### src/rtl/pwm_multi_pkg.sv
// Shared types and default sizing for the multi-channel PWM generator.
// Pure declarations: no latency, no backpressure.
package pwm_multi_pkg;

  localparam int C_DEF_COUNTER_WIDTH = 32;
  localparam int C_DEF_NUM_CHANNELS  = 4;

  typedef enum logic {
    IDLE = 1'b0,
    RUN  = 1'b1
  } state_t;

endpackage

### src/rtl/pwm_channel_cmp.sv
// One PWM channel: duty shadow, unsigned compare against the shared count, polarity output register.
// pwm follows count with 1 cycle latency; no backpressure.
module pwm_channel_cmp
  import pwm_multi_pkg::*;
#(
  parameter int C_COUNTER_WIDTH = C_DEF_COUNTER_WIDTH
) (
  input  logic                       clk,
  input  logic                       reset,
  input  logic                       load,
  input  logic [C_COUNTER_WIDTH-1:0] duty_in,
  input  logic                       enable,
  input  logic [C_COUNTER_WIDTH-1:0] count,
  input  logic                       polarity,
  output logic                       pwm
);

  logic [C_COUNTER_WIDTH-1:0] duty_sh;

  always_ff @(posedge clk or posedge reset) begin
    if (reset) begin
      duty_sh <= '0;
      pwm     <= 1'b0;
    end else begin
      if (load) begin
        duty_sh <= duty_in;
      end
      pwm <= (enable && (count <= duty_sh)) ^ polarity;
    end
  end

endmodule

### src/rtl/pwm_multi_generator.sv
// Multi-channel PWM with one shared period counter and boundary-synchronous shadow reload; pwm lags count by 1 cycle, no backpressure.
// Center-aligned (up/down) counting is built only when PWM_CENTER_ALIGN_EN is defined.
module pwm_multi_generator
  import pwm_multi_pkg::*;
#(
  parameter int C_COUNTER_WIDTH = C_DEF_COUNTER_WIDTH,
  parameter int C_NUM_CHANNELS  = C_DEF_NUM_CHANNELS
) (
  input  logic                                      clk,
  input  logic                                      reset,
  input  logic                                      start,
  input  logic                                      stop,
  input  logic                                      update,
  input  logic [C_COUNTER_WIDTH-1:0]                period_cnt,
  input  logic [C_NUM_CHANNELS*C_COUNTER_WIDTH-1:0] duty_cnt,
  input  logic [C_NUM_CHANNELS-1:0]                 polarity,
  input  logic                                      center_mode,
  output logic [C_NUM_CHANNELS-1:0]                 pwm,
  output logic                                      running,
  output logic                                      period_done
);

  localparam int W = C_COUNTER_WIDTH;
  localparam logic [W-1:0] ONE = W'(1);

  state_t         state;
  logic [W-1:0]   count;
  logic [W-1:0]   period_sh;
  logic [W-1:0]   p_eff;
  logic           pending;
  logic           start_q;
  logic           stop_q;
  logic           start_edge;
  logic           stop_edge;
  logic           boundary;
  logic           load_sh;
  logic           in_run;

`ifdef PWM_CENTER_ALIGN_EN
  localparam logic [W-1:0] TWO = W'(2);
  logic mode_sh;
  logic dir_down;
`else
  logic unused_center_mode;
  assign unused_center_mode = center_mode;
`endif

  assign start_edge = start & ~start_q;
  assign stop_edge  = stop & ~stop_q;
  assign in_run     = (state == RUN);

  // Boundary is the last edge-mode count, or the down-count arrival at 1 in center mode.
  always_comb begin
    p_eff    = period_sh;
    boundary = 1'b0;
`ifdef PWM_CENTER_ALIGN_EN
    if (mode_sh) begin
      if (period_sh < TWO) p_eff = TWO;
      boundary = dir_down && (count == ONE);
    end else begin
      if (period_sh == '0) p_eff = ONE;
      boundary = (count >= p_eff);
    end
`else
    if (period_sh == '0) p_eff = ONE;
    boundary = (count >= p_eff);
`endif
  end

  assign load_sh     = ~stop_edge & (start_edge | (in_run & boundary & pending));
  assign running     = in_run;
  assign period_done = in_run & boundary;

  always_ff @(posedge clk or posedge reset) begin
    if (reset) begin
      state     <= IDLE;
      count     <= '0;
      period_sh <= '0;
      pending   <= 1'b0;
      start_q   <= 1'b0;
      stop_q    <= 1'b0;
`ifdef PWM_CENTER_ALIGN_EN
      mode_sh   <= 1'b0;
      dir_down  <= 1'b0;
`endif
    end else begin
      start_q <= start;
      stop_q  <= stop;
      if (load_sh) begin
        period_sh <= period_cnt;
`ifdef PWM_CENTER_ALIGN_EN
        mode_sh   <= center_mode;
`endif
      end
      if (stop_edge) begin
        state   <= IDLE;
        count   <= '0;
        pending <= 1'b0;
`ifdef PWM_CENTER_ALIGN_EN
        dir_down <= 1'b0;
`endif
      end else begin
        pending <= (in_run & update) | (pending & ~(in_run & boundary));
        if (start_edge) begin
          state <= RUN;
          count <= ONE;
`ifdef PWM_CENTER_ALIGN_EN
          dir_down <= 1'b0;
`endif
        end else if (in_run) begin
`ifdef PWM_CENTER_ALIGN_EN
          if (mode_sh) begin
            if (dir_down) begin
              if (count == ONE) begin
                dir_down <= 1'b0;
                count    <= count + ONE;
              end else begin
                count <= count - ONE;
              end
            end else if (count >= p_eff) begin
              dir_down <= 1'b1;
              count    <= count - ONE;
            end else begin
              count <= count + ONE;
            end
          end else begin
            count <= boundary ? ONE : count + ONE;
          end
`else
          count <= boundary ? ONE : count + ONE;
`endif
        end
      end
    end
  end

  // Output is forced inactive in the stop cycle so pwm shows polarity as soon as state reads IDLE.
  for (genvar i = 0; i < C_NUM_CHANNELS; i++) begin : g_ch
    pwm_channel_cmp #(
      .C_COUNTER_WIDTH(W)
    ) u_cmp (
      .clk     (clk),
      .reset   (reset),
      .load    (load_sh),
      .duty_in (duty_cnt[i*W +: W]),
      .enable  (in_run & ~stop_edge),
      .count   (count),
      .polarity(polarity[i]),
      .pwm     (pwm[i])
    );
  end

endmodule

### config.mk
export PLATFORM = sky130hd
export DESIGN_NAME = pwm_multi_generator
export DESIGN_NICKNAME = d
export VERILOG_FILES = /design/src/rtl/pwm_multi_pkg.sv /design/src/rtl/pwm_channel_cmp.sv /design/src/rtl/pwm_multi_generator.sv
export SDC_FILE = /design/constraint.sdc
export NUM_CORES = 1
export LEC_CHECK = 0
export BUFFER_PORTS_ARGS = -buffer_cell sky130_fd_sc_hd__buf_4
export CAP_MARGIN = 20
export CORE_MARGIN = 10
export CORE_UTILIZATION = 51
export DETAILED_ROUTE_END_ITERATION = 10
export PLACE_DENSITY = 0.84
export SLEW_MARGIN = 15
export SYNTH_ARGS = -nofsm -noshare
export SYNTH_HDL_FRONTEND = slang
export SYNTH_SLANG_ARGS = --single-unit
### constraint.sdc
create_clock -name clk -period 7 [get_ports clk]
set_input_delay 1.75 -clock clk [delete_from_list [all_inputs] [get_ports clk]]
set_output_delay 1.75 -clock clk [all_outputs]
set_load 0.02 [all_outputs]
* Word level (Yosys, flattened, before mapping)
Cells that the tools add are included.
Widths: inputs -> output; s select.
** Storage, ports and cells
- Bits of input ports :: 170
- Word-level logic and storage cells :: 53
- Output and inout port bits :: 6
- Register bits after elaboration :: 200
** Cells by class
- Bitwise gates (word level) :: 18
- $lt $le $gt $ge :: 5
- Add/sub/neg operators :: 1
- Mux-type cells :: 8
- Reduce and logical (&&, ||, !) cells :: 7
** Operators with widths (number)
- $mux 32 :: 5
- $le 32x32->1 :: 4
- $add 32x1->32 const B :: 1
- $ge 32x32->1 :: 1
- $logic_not 32->1 :: 1
- $and 1x1->1 :: 8
- $logic_and 1x1->1 :: 4
- $not 1->1 :: 4
- $xor 1x1->1 :: 4
- $mux 1 :: 3
- $reduce_bool 3->1 :: 1
- $or 1x1->1 :: 2
- $reduce_bool 2->1 :: 1

* Logic depth before layout (Yosys ltp)
- Depth in word-level cells :: 8
- Depth in mapped cells :: 13
- Depth with buffers taken out :: 10

* Hierarchy
A second synthesis with hierarchy kept.
** Second synthesis, totals
- Cell total of the unflattened synthesis :: 1506
- Area total of the unflattened synthesis :: 13016.2 um^2
** Modules (own cells, without submodules)
- pwm_channel_cmp :: seq. area each 825.8 um^2, area an instance 1976.9 um^2, cells an instance 223, instances 4
- pwm_multi_generator :: seq. area each 1701.6 um^2, area an instance 5108.6 um^2, cells an instance 614, instances 1

* Worst setup path after synthesis
Ideal clock, no wire load.
- Kind :: flip-flop to output port
- Start point :: register period_sh[25]
- End point :: output period_done
- Data required time :: 5.250 ns
- Path slack :: 2.720 ns
- Arrival :: 2.530 ns
- Stages on the path, launching flop included :: 13
- Buffers on the path :: 3
- Path through :: dfrtp_1 -> nor4_1 -> nand4_1 -> o21bai_1 -> ha_1 -> nor2b_1 -> o21ai_0 -> a311oi_1 -> a31o_2 -> buf_2 -> buf_2 -> buf_2 -> a21boi_0
** On the way
- Longest elaborated chain between the ends :: 4
** Ends and longest elaborated chain
- start, declared :: RTL line pwm_multi_generator.sv:28 : logic [W-1:0] period_sh;
- start signal, assigned :: RTL line pwm_multi_generator.sv:90 : period_sh <= period_cnt;
- $logic_not 32->1 :: RTL line pwm_multi_generator.sv:65 : if (period_sh == '0) p_eff = ONE;
- $mux 32 (*) :: RTL line pwm_multi_generator.sv:65
- $ge 32x32->1 (*) :: RTL line pwm_multi_generator.sv:66 : boundary = (count >= p_eff);
- $and 1x1->1 (*) :: RTL line pwm_multi_generator.sv:72 : assign period_done = in_run & boundary;
- end, declared :: RTL line pwm_multi_generator.sv:20 : output logic period_done
Mark *: on every way between the ends. The rest lies on a longest branch, timed or not.

* Final worst setup path
- Start point :: register period_sh[24]
- End point :: output period_done
Same word-level chain as after synthesis.

==> flow_summary_export.csv <==
group,metric,value,unit
status,outcome,"completed",
detailed_routing,vias,9549,
timing,setup_tns,0,ns
yosys,syn_avg_cell_area,10.8,sq um
yosys,ys_types,50,
timing,fin_crit,5.47,ns
finish,nets,1671,
setup_path,start_kind,"register",
global_route,grt_util_met1,25.4,%
global_route,grt_pass1_vias,10200,
timing,hold_viol_final,0,
power_and_ir_drop,powerDensity,218,nW/um^2
yosys,syn-num-nets,1513,
detailed_routing,routed_via_density,5.70,
place,routabilityCongestion,0.841,
timing,slew_viol_final,0,
setup_path,cp_data_arrival_time,3.72,ns
timing,max_slew_margin,29.4,%
place,dpl-instance-area,14300,sq um
timing,setup_viol,0,
clocking,htree_levels,4,
yosys,yosys-top-cells-area,"dfrtp_1 (39%), ha_1 (16%), mux2_4 (12%)",
power_and_ir_drop,vdd_drop_max,140,uV
die,start_util,52.1,%
global_route,grtUsageMet2,33.5,%
clocking,cts_setup_buffers,0,
timing,clock_skew,0.0123,ns
yosys,seq_area_frac_synth,39.1,%
yosys,yosysTopAreaCell,"dfrtp_1",
yosys,syn_area,12800,sq um
clocking,clkTransAtPathRegs,0.08,ns
flow_run,cap_violations,0,
global_route,grt.busiest_layer,"met2",
yosys,synth_top_flop_cell,"dfrtp_1",
yosys,synthCells,1182,
detailed_routing,drt_iter0_markers,644,
timing,rsz0062_at_grt,"no",
die,fp.dieH,178,um
timing,timing.final.crit_share,78.1,%
die,die_area,31800,sq um
setup_path,path_class,"register to output pin",
power_and_ir_drop,p_total,3250,uW
setup_path,path_max_fanout,43,
clocking,clock-sinks,200,
finish,fillCellCount,1965,
detailed_routing,drtAntennaViolNets,0,
finish,drive_gt1_share,28.4,%
yosys,ys_ff_latch,200,
global_route,globalRouteTotalUtil,20.3,%
finish,syn_to_final_growth,16.4,%
detailed_routing,wl_per_cell,19.3,um
die,rows,57,
timing,tightestPinTransition,1.06,ns
finish,instances_no_fill,1676,
setup_path,critPathCaptureType,"output pin",
detailed_routing,drc,0,
finish,n_antenna_cell,0,
die,boundaryPins,176,
finish,final_cell_area,14900,sq um
place,dp_hpwl,23900,um
clocking,clockRootBuffer,"clkbuf_16",
clocking,cts_tree,"yes",
power_and_ir_drop,p_leak,0.00767,uW
place,dp_cells,1645,
clocking,clock_latency,0.44,ns
global_route,grt_max_degree,75,
die,core,24500,sq um
timing,max_freq,183,MHz
global_route,grt_pass1_wl,51300,um
clocking,holdBufCountCts,0,
yosys,synth_edf_count,0,
detailed_routing,drt_pass1_iterations,5,
global_route,overflow,0,
global_route,antenna_found_initial,0,
detailed_routing,routed_wl,32400,um
setup_path,cp.required,5.25,ns
clocking,numCtsBuffers,17,
place,port-buffer-count,174,
clocking,post_cts_resize_count,0,
hold_path,hp-class,"register to register",
yosys,yosysWarnings,0,
die,die_w,178,um
clocking,cts_buffer_depth,2,
yosys,synth_top_area_share,39.1,%
global_route,grt_use_met3,4.27,%
yosys,ys_async_sr_fraction,100,%
-- critical path: stages (launching register included) --
cell	delay, ns
dfrtp_1	0.41
nor4_1	0.38
nand4_1	0.23
o21bai_1	0.20
ha_1	0.25
nor2b_1	0.10
o21ai_0	0.11
a311oi_1	0.35
a31o_2	0.77
a21boi_0	0.27
buf_4	0.22
-- per-stage QoR --
| step | hold slack, ns | util (%) | setup WS (ns) |
|---|---|---|---|
| after floorplan | 0.479 | - | 2.66 |
| after global placement | 0.489 | 58.2 | 1.99 |
| after detailed placement | 0.493 | 58.2 | 2.02 |
| after CTS | 0.509 | 60.7 | 1.53 |
| after global routing | 0.523 | 60.7 | 1.30 |
| final | 0.509 | 60.7 | 1.53 |
-- worst paths after layout --
path | end | depth (start not counted) | from | slack (ns)
min in group asynchronous | g_ch[2].u_cmp.duty_sh[21] | 2 | reset | 1.34
max in group asynchronous | g_ch[1].u_cmp.duty_sh[11] | 3 | reset | 4.37
worst min register to register | g_ch[1].u_cmp.duty_sh[4] | 1 | g_ch[1].u_cmp.duty_sh[4] | 0.51
worst min-delay path | g_ch[1].u_cmp.duty_sh[4] | 1 | g_ch[1].u_cmp.duty_sh[4] | 0.51
worst max-delay path | period_done | 10 | period_sh[24] | 1.53
worst max register to register | g_ch[3].u_cmp.duty_sh[8] | 11 | period_sh[24] | 2.88
-- cells by family after synthesis --
group | Yosys count | share of synthesized area, %
muxes | 171 | 17.9
DFF | 200 | 39.1
and+or+nand+nor | 265 | 11.0
adders and majority gates | 161 | 15.7
buffers and inverters | 210 | 7.42
xor gates and xnor gates | 2 | 0.137
AOI/OAI and AO/OA | 173 | 8.72
-- synthesized netlist by cell type (all sizes together) (6+ instances only) --
master,n
nor4,14
a221oi,8
and2,9
mux2,160
a21oi,65
mux2i,11
dfrtp,200
o21ai,23
buf,28
o311ai,10
a31oi,18
or3,6
clkbuf,14
nor3,16
nand3,33
nor2b,7
nand2,71
nand2b,6
nand4,59
inv,168
nor2,27
o211ai,12
ha,161
-- metal layers --
| metal | part of all wire [%] | vias up |
|---|---|---|
| met5 | 0 | - |
| met4 | 2.9 | 0 |
| met3 | 6.0 | 65 |
| met2 | 47 | 301 |
| met1 | 44 | 4624 |
| li1 | - | 4559 |
-- placed cells by master (no fill, tap or decap), types with 11 or more instances in the layout --
cell / Yosys / final
dfrtp_1: 200 / 200
buf_4: 4 / 179
inv_1: 168 / 167
ha_1: 161 / 161
mux2_4: 100 / 100
nand2_1: 71 / 71
a21oi_1: 65 / 65
mux2_2: 60 / 60
nand4_1: 59 / 59
nand3_1: 33 / 33
nor2_1: 27 / 27
o21ai_0: 23 / 23
a31oi_1: 18 / 18
clkbuf_16: 0 / 17
nor3_1: 15 / 14
nor4_1: 12 / 12
o211ai_1: 12 / 12
mux2i_1: 11 / 11
-- report_power, final --
part | total (uW) | switching [uW] | internal (uW)
clock network | 1060 | 482 | 574
logic | 740 | 333 | 407
registers | 1450 | 121 | 1330
-- sequential cells by signal, indices dropped and copies added, names as in the netlist --
name / flops
count: 32
g_ch.u_cmp.duty_sh: 128
g_ch.u_cmp.pwm: 4
pending: 1
period_sh: 32
running: 1
start_q: 1
stop_q: 1
-- layout make-up --
cell class	instances	area (sq um)	area share, %
multi-input combinational	772	6850	46.0
clock buffer	18	429	2.88
clock inverter	13	185	1.24
inverter	168	634	4.26
sequential	200	5000	33.6
tap	324	405	2.72
timing repair buffer	181	1380	9.29
No activity file was read; power rests on OpenSTA's default activity.
